### src/rtl/issue_scheduler_pkg.sv
// Shared definitions for the issue scheduler: register address width, default
// pipe latencies and the writeback reservation slot layout.
package issue_scheduler_pkg;

  localparam int unsigned RegAddr       = 5;
  localparam int unsigned MulLatDefault = 5;
  localparam int unsigned AluLatDefault = 3;

  typedef logic [RegAddr-1:0] reg_addr_t;

  // One writeback reservation: a write happens k cycles from now when slot[k].valid.
  typedef struct packed {
    logic      valid;
    logic      from_mul;
    reg_addr_t dest;
  } slot_t;

  localparam slot_t SlotEmpty = '0;

  function automatic slot_t make_slot(input logic from_mul, input reg_addr_t dest);
    slot_t s;
    s.valid    = 1'b1;
    s.from_mul = from_mul;
    s.dest     = dest;
    return s;
  endfunction

endpackage

### src/rtl/issue_scheduler_wb_reservation_ring.sv
// wb_reservation_ring: writeback reservation shift register.
//   clk_i, rst_i           clock, asynchronous active-high reset
//   alu_wr_i / mul_wr_i    reserve slot ALU_LAT-1 / MUL_LAT-1 for wr_dest_i this edge
//   cmp_src1_i/src2_i/dest_i  addresses compared against every slot
//   slot0_*_o              slot 0 contents (the write happening this cycle)
//   valid_o                per-slot valid
//   hit_*_o                per-slot: valid multiply entry whose dest matches the address
module wb_reservation_ring
  import issue_scheduler_pkg::*;
#(
  parameter int unsigned MUL_LAT = MulLatDefault,
  parameter int unsigned ALU_LAT = AluLatDefault
) (
  input  logic               clk_i,
  input  logic               rst_i,
  input  logic               alu_wr_i,
  input  logic               mul_wr_i,
  input  logic [RegAddr-1:0] wr_dest_i,
  input  logic [RegAddr-1:0] cmp_src1_i,
  input  logic [RegAddr-1:0] cmp_src2_i,
  input  logic [RegAddr-1:0] cmp_dest_i,
  output logic               slot0_valid_o,
  output logic               slot0_from_mul_o,
  output logic [RegAddr-1:0] slot0_dest_o,
  output logic [MUL_LAT-1:0] valid_o,
  output logic [MUL_LAT-1:0] hit_src1_o,
  output logic [MUL_LAT-1:0] hit_src2_o,
  output logic [MUL_LAT-1:0] hit_dest_o
);

  slot_t slot_q [MUL_LAT];
  slot_t slot_d [MUL_LAT];

  always_comb begin
    for (int unsigned k = 0; k < MUL_LAT - 1; k++) begin
      slot_d[k] = slot_q[k+1];
    end
    slot_d[MUL_LAT-1] = SlotEmpty;
    // The scheduler has already checked slot ALU_LAT, so this never overwrites a live entry.
    if (alu_wr_i) slot_d[ALU_LAT-1] = make_slot(1'b0, wr_dest_i);
    if (mul_wr_i) slot_d[MUL_LAT-1] = make_slot(1'b1, wr_dest_i);
  end

  always_ff @(posedge clk_i or posedge rst_i) begin
    if (rst_i) begin
      for (int unsigned k = 0; k < MUL_LAT; k++) slot_q[k] <= SlotEmpty;
    end else begin
      for (int unsigned k = 0; k < MUL_LAT; k++) slot_q[k] <= slot_d[k];
    end
  end

  always_comb begin
    valid_o    = '0;
    hit_src1_o = '0;
    hit_src2_o = '0;
    hit_dest_o = '0;
    for (int unsigned k = 0; k < MUL_LAT; k++) begin
      valid_o[k]    = slot_q[k].valid;
      hit_src1_o[k] = slot_q[k].valid & slot_q[k].from_mul & (slot_q[k].dest == cmp_src1_i);
      hit_src2_o[k] = slot_q[k].valid & slot_q[k].from_mul & (slot_q[k].dest == cmp_src2_i);
      hit_dest_o[k] = slot_q[k].valid & slot_q[k].from_mul & (slot_q[k].dest == cmp_dest_i);
    end
  end

  assign slot0_valid_o    = slot_q[0].valid;
  assign slot0_from_mul_o = slot_q[0].from_mul;
  assign slot0_dest_o     = slot_q[0].dest;

endmodule

### src/rtl/issue_scheduler.sv
// issue_scheduler: issue control between decode and the ALU/memory and multiply pipes.
//   clk, reset                      clock, asynchronous active-high reset
//   id_valid, id_flush              decode instruction present / killed this cycle
//   id_is_mult, id_regwrite         target pipe / writes the regfile
//   id_dest_reg, id_src1, id_src2   register addresses of the decode instruction
//   stall, issue_alu, issue_mul     combinational decode handshake
//   wb_valid, wb_from_mul, wb_dest  registered write-port control (from slot 0)
//   mul_inflight                    registered count of outstanding multiplies
module issue_scheduler
  import issue_scheduler_pkg::*;
#(
  parameter int unsigned MUL_LAT  = MulLatDefault,
  parameter int unsigned ALU_LAT  = AluLatDefault,
  parameter int unsigned REG_ADDR = RegAddr
) (
  input  logic                clk,
  input  logic                reset,
  input  logic                id_valid,
  input  logic                id_flush,
  input  logic                id_is_mult,
  input  logic                id_regwrite,
  input  logic [REG_ADDR-1:0] id_dest_reg,
  input  logic [REG_ADDR-1:0] id_src1,
  input  logic [REG_ADDR-1:0] id_src2,
  output logic                stall,
  output logic                issue_alu,
  output logic                issue_mul,
  output logic                wb_valid,
  output logic                wb_from_mul,
  output logic [REG_ADDR-1:0] wb_dest,
  output logic [2:0]          mul_inflight
);

  logic [MUL_LAT-1:0] slot_valid;
  logic [MUL_LAT-1:0] hit_src1;
  logic [MUL_LAT-1:0] hit_src2;
  logic [MUL_LAT-1:0] hit_dest;
  logic               req, raw, waw, port;
  logic               mul_retire;
  logic [2:0]         mul_inflight_q, mul_inflight_d;

  wb_reservation_ring #(
    .MUL_LAT (MUL_LAT),
    .ALU_LAT (ALU_LAT)
  ) u_ring (
    .clk_i            (clk),
    .rst_i            (reset),
    .alu_wr_i         (issue_alu & id_regwrite),
    .mul_wr_i         (issue_mul),
    .wr_dest_i        (id_dest_reg),
    .cmp_src1_i       (id_src1),
    .cmp_src2_i       (id_src2),
    .cmp_dest_i       (id_dest_reg),
    .slot0_valid_o    (wb_valid),
    .slot0_from_mul_o (wb_from_mul),
    .slot0_dest_o     (wb_dest),
    .valid_o          (slot_valid),
    .hit_src1_o       (hit_src1),
    .hit_src2_o       (hit_src2),
    .hit_dest_o       (hit_dest)
  );

  always_comb begin
    req  = id_valid & ~id_flush;
    // Slot 0 is being written this cycle and the regfile writes before it is read,
    // so a source only hazards against multiplies still further out.
    raw  = ((|hit_src1[MUL_LAT-1:1]) & (id_src1 != '0)) |
           ((|hit_src2[MUL_LAT-1:1]) & (id_src2 != '0));
    waw  = id_regwrite & (id_dest_reg != '0) & (|hit_dest);
    // Occupancy before the shift: slot ALU_LAT lands in ALU_LAT-1 on this edge.
    port = ~id_is_mult & id_regwrite & slot_valid[ALU_LAT];
    stall     = req & (raw | waw | port);
    issue_alu = req & ~stall & ~id_is_mult;
    issue_mul = req & ~stall & id_is_mult;
  end

  assign mul_retire = wb_valid & wb_from_mul;

  always_comb begin
    mul_inflight_d = mul_inflight_q;
    if (issue_mul && !mul_retire)      mul_inflight_d = mul_inflight_q + 3'd1;
    else if (!issue_mul && mul_retire) mul_inflight_d = mul_inflight_q - 3'd1;
  end

  always_ff @(posedge clk or posedge reset) begin
    if (reset) mul_inflight_q <= '0;
    else       mul_inflight_q <= mul_inflight_d;
  end

  assign mul_inflight = mul_inflight_q;

endmodule

### config.mk
export PLATFORM = sky130hd
export DESIGN_NAME = issue_scheduler
export DESIGN_NICKNAME = d
export VERILOG_FILES = /design/src/rtl/issue_scheduler_pkg.sv /design/src/rtl/issue_scheduler_wb_reservation_ring.sv /design/src/rtl/issue_scheduler.sv
export SDC_FILE = /design/constraint.sdc
export NUM_CORES = 1
export LEC_CHECK = 0
export ABC_AREA = 1
export CAP_MARGIN = 20
export CORE_MARGIN = 8
export CORE_UTILIZATION = 25
export DETAILED_ROUTE_END_ITERATION = 8
export HOLD_SLACK_MARGIN = 0.03
export PLACE_DENSITY = 0.54
export SLEW_MARGIN = 5
export SYNTH_ARGS = -nofsm -noshare
export SYNTH_HDL_FRONTEND = slang
export SYNTH_SLANG_ARGS = --single-unit
### constraint.sdc
create_clock -name clk -period 2.3 [get_ports clk]
set_clock_uncertainty 0.05 [all_clocks]
set_input_delay 0.46 -clock clk [delete_from_list [all_inputs] [get_ports clk]]
set_output_delay 0.46 -clock clk [all_outputs]
set_load 0.005 [all_outputs]
==> results.toml, run 1 <==
[global_route]
grt_pass1_wl_mm = 13.6
antenna_found_initial = 0
grt_pass1_vias = 2519
groute.usage.overall = 0.138
grt_overflow_total = 0
grt_max_degree = 37

[placement]
post_dp_cell_area_um2 = 3180
dp_slack_ns = -0.970
hpwl_mm = 6.48
gp_congestion = 0.886
io_buffers = 33

[floorplanning]
io_pins = 34
die_h_um = 112
die_area_um2 = 12600
die_w_um = 112
start_util = 0.254
core_area_um2 = 9110
rows = 35

[cts]
cts.path.max_buffers = 2
cts_tree = "built"
cts_root_buf = "clkbuf_8"
clk_pin_slew_worst_paths_ns = 0.07
cts_buffers = 5
cts_sinks = 36
clk_latency_ns = 0.29
htreeDepth = 2

[logic_synthesis]
synth_cell_type_count = 27
synth_top_family_by_area = "simple AND/OR/NAND/NOR gates"
ys_ff_latch = 36
ys.warnings.count = 0
syn_area_per_cell_um2 = 6.67
synth_compound_area_frac = 0.0724
yosysSeqAreaShare = 0.389
synthesis.nets = 370
synth_adder_area_share = 0.0140
yosys.area_share.xor_xnor = 0.0378
muxShareOfSynthArea = 0.00486
synth_area_um2 = 2320
synthSimpleGateAreaFrac = 0.380
synthCells = 347

[route]
vias = 2615
wl_mm = 8.65
dr.pass1.iters = 5
drt_iter0_markers = 192
route.detailed.drc = 0
ant_nets = 0
viasPerCell = 4.62
wl_per_cell_um = 15.3

[cells_and_area]
final_nets = 477
multi_input_area_um2 = 1320
drive_gt1_frac = 0.402
syn2layout_area_growth_pct = 53.8
fillCellCount = 951
n_antenna_cell = 0
finalCoreUtilization = 0.391
regArea_um2 = 920
fin_area_um2 = 3560

[sta]
rsz0062_at_grt = "yes"
max-slew-margin-rel = 0.676
post-route-min-period_ns = 2.60
worstMarginPinSlew_ns = 0.486
clock.fmax_mhz = 385
setup_violations = 5
hold_viol_final = 0
report.final.slew_viol_count = 0
finalSetupTns_ns = -1.20
whs_ns = 0.325
fin_crit_sh = 1.13
setup_slack_ns = -0.300

[flow_run]
maxCapViolCount = 0

[critical_path]
crit_type = "input pin to flip-flop"
cp_max_fo = 7
worstPathArrival_ns = 2.73
end_kind = "flip-flop"
critPathLaunchType = "input pin"
critPathRequiredTime_ns = 2.43

[worst_hold_path]
hold_path.class = "flip-flop to flip-flop"

[run_status]
status = "finished with violations"
violations = "negative setup slack"

[power_and_ir_drop]
vdd_drop_max_uv = 229
p_leak_uw = 0.00182
power.density_nw_per_um2 = 466
kinds of logic after synthesis:
family / Yosys count
compound gates: 30
xor+xnor: 10
fa+ha+maj: 2
buf+inv: 54
flops: 36
mux: 1
simple gates: 214
per-layer routing:
metal	routed length [um]	GRT usage	up-vias
li1	-	-	1295
met1	3870	0.175	1242
met2	4300	0.234	66
met3	334	0.0220	12
met4	150	0.0396	0
met5	0	0	-
repair_timing:
action,in CTS,in global routing
resized for setup,95,42
setup endpoints to repair,6,6
setup buffers,9,8
pin swaps,24,14
hold buffers,0,0
cell usage after synthesis:
cell      count  area [um^2]
dfrtp_1      36          901
xor2_1        8         70.1
nand3_2       1         10.0
xnor2_1       2         17.5
o21ai_1       7         35.0
a22oi_1       2         15.0
clkbuf_1      1         3.75
nand4_1       7         43.8
nand3_4       1         17.5
inv_1        33          124
mux2_2        1         11.3
nor2_4        1         11.3
inv_2        12         45.0
a21oi_1       2         10.0
buf_6         1         11.3
buf_4         7         52.6
o22ai_1       5         31.3
ha_1          1         12.5
o21ai_0      12         60.1
o21bai_1      1         7.51
nor3_1        6         30.0
nand3_1      17         85.1
fa_1          1         20.0
nor2_1       59          221
o21ai_2       1         8.76
nand2_1     121          454
nor2_2        1         6.26
flip-flops by register name (all words and copies together), names as in the netlist:
| register | count |
|---|---|
| mul_inflight | 3 |
| u_ring.slot_d | 18 |
| u_ring.slot0_valid_o | 1 |
| u_ring.slot_q | 6 |
| u_ring.slot0_dest_o | 5 |
| u_ring.valid_o | 2 |
| u_ring.slot0_from_mul_o | 1 |
final timing paths:
path | slack, ns | startpoint | depth (start not counted) | endpoint
setup / recovery | -0.30 | id_dest_reg[2] | 16 | mul_inflight[1]$_DFFE_PP0P_
setup reg to reg | -0.29 | u_ring.slot_q[11]$_DFF_PP0_ | 16 | mul_inflight[1]$_DFFE_PP0P_
min in group asynchronous | 0.53 | reset | 3 | u_ring.slot_q[12]$_DFF_PP0_
hold reg to reg | 0.32 | u_ring.slot_d[26]$_DFF_PP0_ | 0 | u_ring.slot_d[33]$_DFF_PP0_
hold / removal | 0.32 | u_ring.slot_d[26]$_DFF_PP0_ | 0 | u_ring.slot_d[33]$_DFF_PP0_
max in group asynchronous | 1.30 | reset | 3 | u_ring.slot_d[21]$_DFF_PP0_
stage by stage:
step	power, uW	std cells
2_1_floorplan	929	347
3_3_place_gp	1160	541
3_5_place_dp	1170	541
4_1_cts	1650	558
5_1_grt	1760	566
6_report	1660	566
final cells by class:
class,count,share of cell area
clock buffer,8,0.0253
inverter,45,0.0509
multi-input combinational,257,0.371
sequential,36,0.258
tap,111,0.0390
timing repair buffer,109,0.256
critical path, stage by stage:
cell and delay (ns):
dlygate4sd2_1 0.26, inv_2 0.10, buf_4 0.15, a22oi_2 0.18
nand3_1 0.11, nand3_2 0.10, nor2_2 0.05, nor2_2 0.15
nor2_4 0.05, buf_6 0.12, nand3_4 0.06, inv_4 0.04
ha_4 0.14, inv_2 0.06, fa_2 0.42, mux2_4 0.28
power breakdown:
| group | switching (uW) | internal (uW) | total, uW | leakage, uW |
|---|---|---|---|---|
| combinational | 214 | 245 | 458 | 0.00132 |
| sequential | 59.8 | 684 | 744 | 0.000460 |
| clock | 215 | 244 | 459 | 0.0000455 |
cell usage in the layout (no fill, tap or decap), types with 2 or more instances in the layout:
cell type | Yosys | routed
buf_2 | 0 | 6
buf_4 | 7 | 67
buf_6 | 1 | 8
clkbuf_1 | 1 | 2
clkbuf_2 | 0 | 2
clkbuf_8 | 0 | 6
clkdlybuf4s15_2 | 0 | 8
clkdlybuf4s50_1 | 0 | 15
dfrtp_1 | 36 | 21
dfrtp_2 | 0 | 15
inv_1 | 33 | 12
inv_2 | 12 | 29
inv_4 | 0 | 3
nand2_1 | 121 | 112
nand2_2 | 0 | 9
nand3_1 | 17 | 15
nand3_2 | 1 | 3
nand4_1 | 7 | 7
nor2_1 | 59 | 52
nor2_2 | 1 | 7
nor2_4 | 1 | 2
nor3_1 | 6 | 3
nor3_2 | 0 | 3
o21ai_0 | 12 | 8
o21ai_1 | 7 | 9
o21ai_2 | 1 | 2
o22ai_1 | 5 | 4
xnor2_1 | 2 | 2
xor2_1 | 8 | 5
xor2_2 | 0 | 3
(Power assumes the default switching activity.)
==> run 2, diff against run 1 <==
--- a/config.mk
+++ b/config.mk
@@ -12,6 +12,7 @@
 export DETAILED_ROUTE_END_ITERATION = 8
 export HOLD_SLACK_MARGIN = 0.03
 export PLACE_DENSITY = 0.54
+export SKIP_CTS_REPAIR_TIMING = 1
 export SLEW_MARGIN = 5
 export SYNTH_ARGS = -nofsm -noshare
 export SYNTH_HDL_FRONTEND = slang
==> run 2 against run 1 <==
Effect of this change: the run still ends with negative setup slack left; core utilization down 0.88 points; largest power group unchanged; cell area is 2.2% lower; sequential power is essentially flat; maximum frequency hardly changed; sequential share of layout area grew 0.41 points; routed wire length shrank 3.8%; largest cell class unchanged; final cell count is 0.88% lower; sequential cell count unchanged; clock-buffer cell count stayed put; combinational power is 6.1% lower.
==> results.toml, run 2 (synthesized netlist as in run 1, its figures left out) <==
[run_status]
status = "finished with violations"
violations = "negative setup slack"

[cts]
cts_tree = "built"
clk_latency_ns = 0.28
cts_sinks = 36
clk_pin_slew_worst_paths_ns = 0.07
cts_root_buf = "clkbuf_8"
cts.path.max_buffers = 2
htreeDepth = 2
cts_buffers = 5

[power_and_ir_drop]
power.density_nw_per_um2 = 467
vdd_drop_max_uv = 226
p_total_uw = 1630
p_leak_uw = 0.00193

[placement]
dp_slack_ns = -0.970
io_buffers = 33
dp_cells = 541
hpwl_mm = 6.48
gp_congestion = 0.886

[sta]
hold_viol_final = 0
max-slew-margin-rel = 0.687
finalSetupTns_ns = -1.24
setup_violations = 5
clock.fmax_mhz = 385
setup_slack_ns = -0.300
fin_crit_sh = 1.13
worstMarginPinSlew_ns = 0.470
report.final.slew_viol_count = 0
post-route-min-period_ns = 2.60
whs_ns = 0.324
rsz0062_at_grt = "yes"

[cells_and_area]
final_nets = 472
layout_common_cells = "nand2_1, buf_4, nor2_1, dfrtp_1, inv_1"
fin_cells = 561
largest_reg_flops = 18
syn2layout_area_growth_pct = 50.4
drive_gt1_frac = 0.296
n_antenna_cell = 0
final_common_cell = "nand2_1"

[route]
wl_per_cell_um = 14.8
drt_iter0_markers = 158
viasPerCell = 4.51
wl_mm = 8.32
route.detailed.drc = 0
dr.pass1.iters = 5
ant_nets = 0
vias = 2530

[critical_path]
critPathRequiredTime_ns = 2.42
ff2ff_path_depth = 15
critPathTopFamily = "simple AND/OR/NAND/NOR gates"
path_common_cell = "nand2_1"
worstPathArrival_ns = 2.72
crit_type = "flip-flop to flip-flop"
cp_num_cells = 15
end_kind = "flip-flop"
path_buf_inv = 3
r2r_end = "mul_inflight[1]$_DFFE_PP0P_"
cp_max_fo = 6
crit_start = "u_ring.slot_d[24]$_DFF_PP0_"
crit_chain = "nand2_1, o21ai_1, nor2_1, nand3_1, nand2_1, o21ai_4, nand3_2, nor2_4, buf_6, nand3_4, inv_4, ha_4, inv_2, fa_2, mux2_2"
cpPeakStageDelay_ns = 0.55
critPathLaunchType = "flip-flop"
cp-endpoint = "mul_inflight[1]$_DFFE_PP0P_"
r2r_start = "u_ring.slot_d[24]$_DFF_PP0_"
crit_slowest_cell = "dfrtp_1"
ff2ff_setup_slack_ns = -0.30

[global_route]
grt_pass1_vias = 2411
grt_pass1_wl_mm = 13.0
grt_overflow_total = 0
grt_max_degree = 37
groute.usage.overall = 0.131
antenna_found_initial = 0

[flow_run]
maxCapViolCount = 0

[floorplanning]
die_h_um = 112
start_util = 0.254
io_pins = 34
core_area_um2 = 9110
die_w_um = 112
rows = 35
die_area_um2 = 12600

[worst_hold_path]
hold_path.class = "flip-flop to flip-flop"
run 2: cell types whose count changed in the layout (fill, tap and decap cells not counted), moves of 4 or more:
cell	before	now
nand2_2	9	1
dlymetal6s2s_1	0	14
nor2_1	52	56
dfrtp_2	15	10
dfrtp_1	21	26
buf_2	6	1
inv_1	12	23
inv_2	29	20
clkdlybuf4s15_2	8	0
nand2_1	112	120
buf_6	8	2
run 2: how the worst min path moves through the flow:
stage	end	startpoint	depth (start not counted)
6_report	u_ring.slot_d[33]$_DFF_PP0_	u_ring.slot_d[26]$_DFF_PP0_	0
5_1_grt	u_ring.slot_d[33]$_DFF_PP0_	u_ring.slot_d[26]$_DFF_PP0_	0
4_1_cts	u_ring.slot_d[33]$_DFF_PP0_	u_ring.slot_d[26]$_DFF_PP0_	0
3_5_place_dp	u_ring.slot0_from_mul_o$_DFF_PP0_	u_ring.slot_d[33]$_DFF_PP0_	0
3_3_place_gp	u_ring.valid_o[1]$_DFF_PP0_	u_ring.valid_o[2]$_DFF_PP0_	0
2_1_floorplan	u_ring.slot0_from_mul_o$_DFF_PP0_	u_ring.slot_d[33]$_DFF_PP0_	0
run 2: per-layer routing:
layer  vias up  part of all wire  global-route usage
met4         0             0.025              0.0306
met1      1159              0.44               0.166
met3        14             0.059              0.0258
met2        79              0.48               0.224
met5         -                 0                   0
li1       1278                 -                   -
run 2: per-stage QoR:
stage | cell area, um^2 | utilization
after global placement | 3180 | 0.350
after floorplan | 2350 | -
final | 3480 | 0.382
after global routing | 3480 | 0.382
after CTS | 3270 | 0.359
after detailed placement | 3180 | 0.350
run 2: layout make-up:
| class | instances | area, um^2 |
|---|---|---|
| clock buffers | 8 | 90.1 |
| fillers | 967 | 5630 |
| inverters | 45 | 174 |
| multi-input cells | 257 | 1250 |
| flip-flops and latches | 36 | 913 |
| well taps | 111 | 139 |
| repair buffers | 104 | 911 |
run 2: power by group:
group	switching [uW]	leakage, uW	total (uW)	internal, uW
Sequential	58.5	0.000467	742	684
Combinational	200	0.00141	430	230
Clock	210	0.0000455	454	244
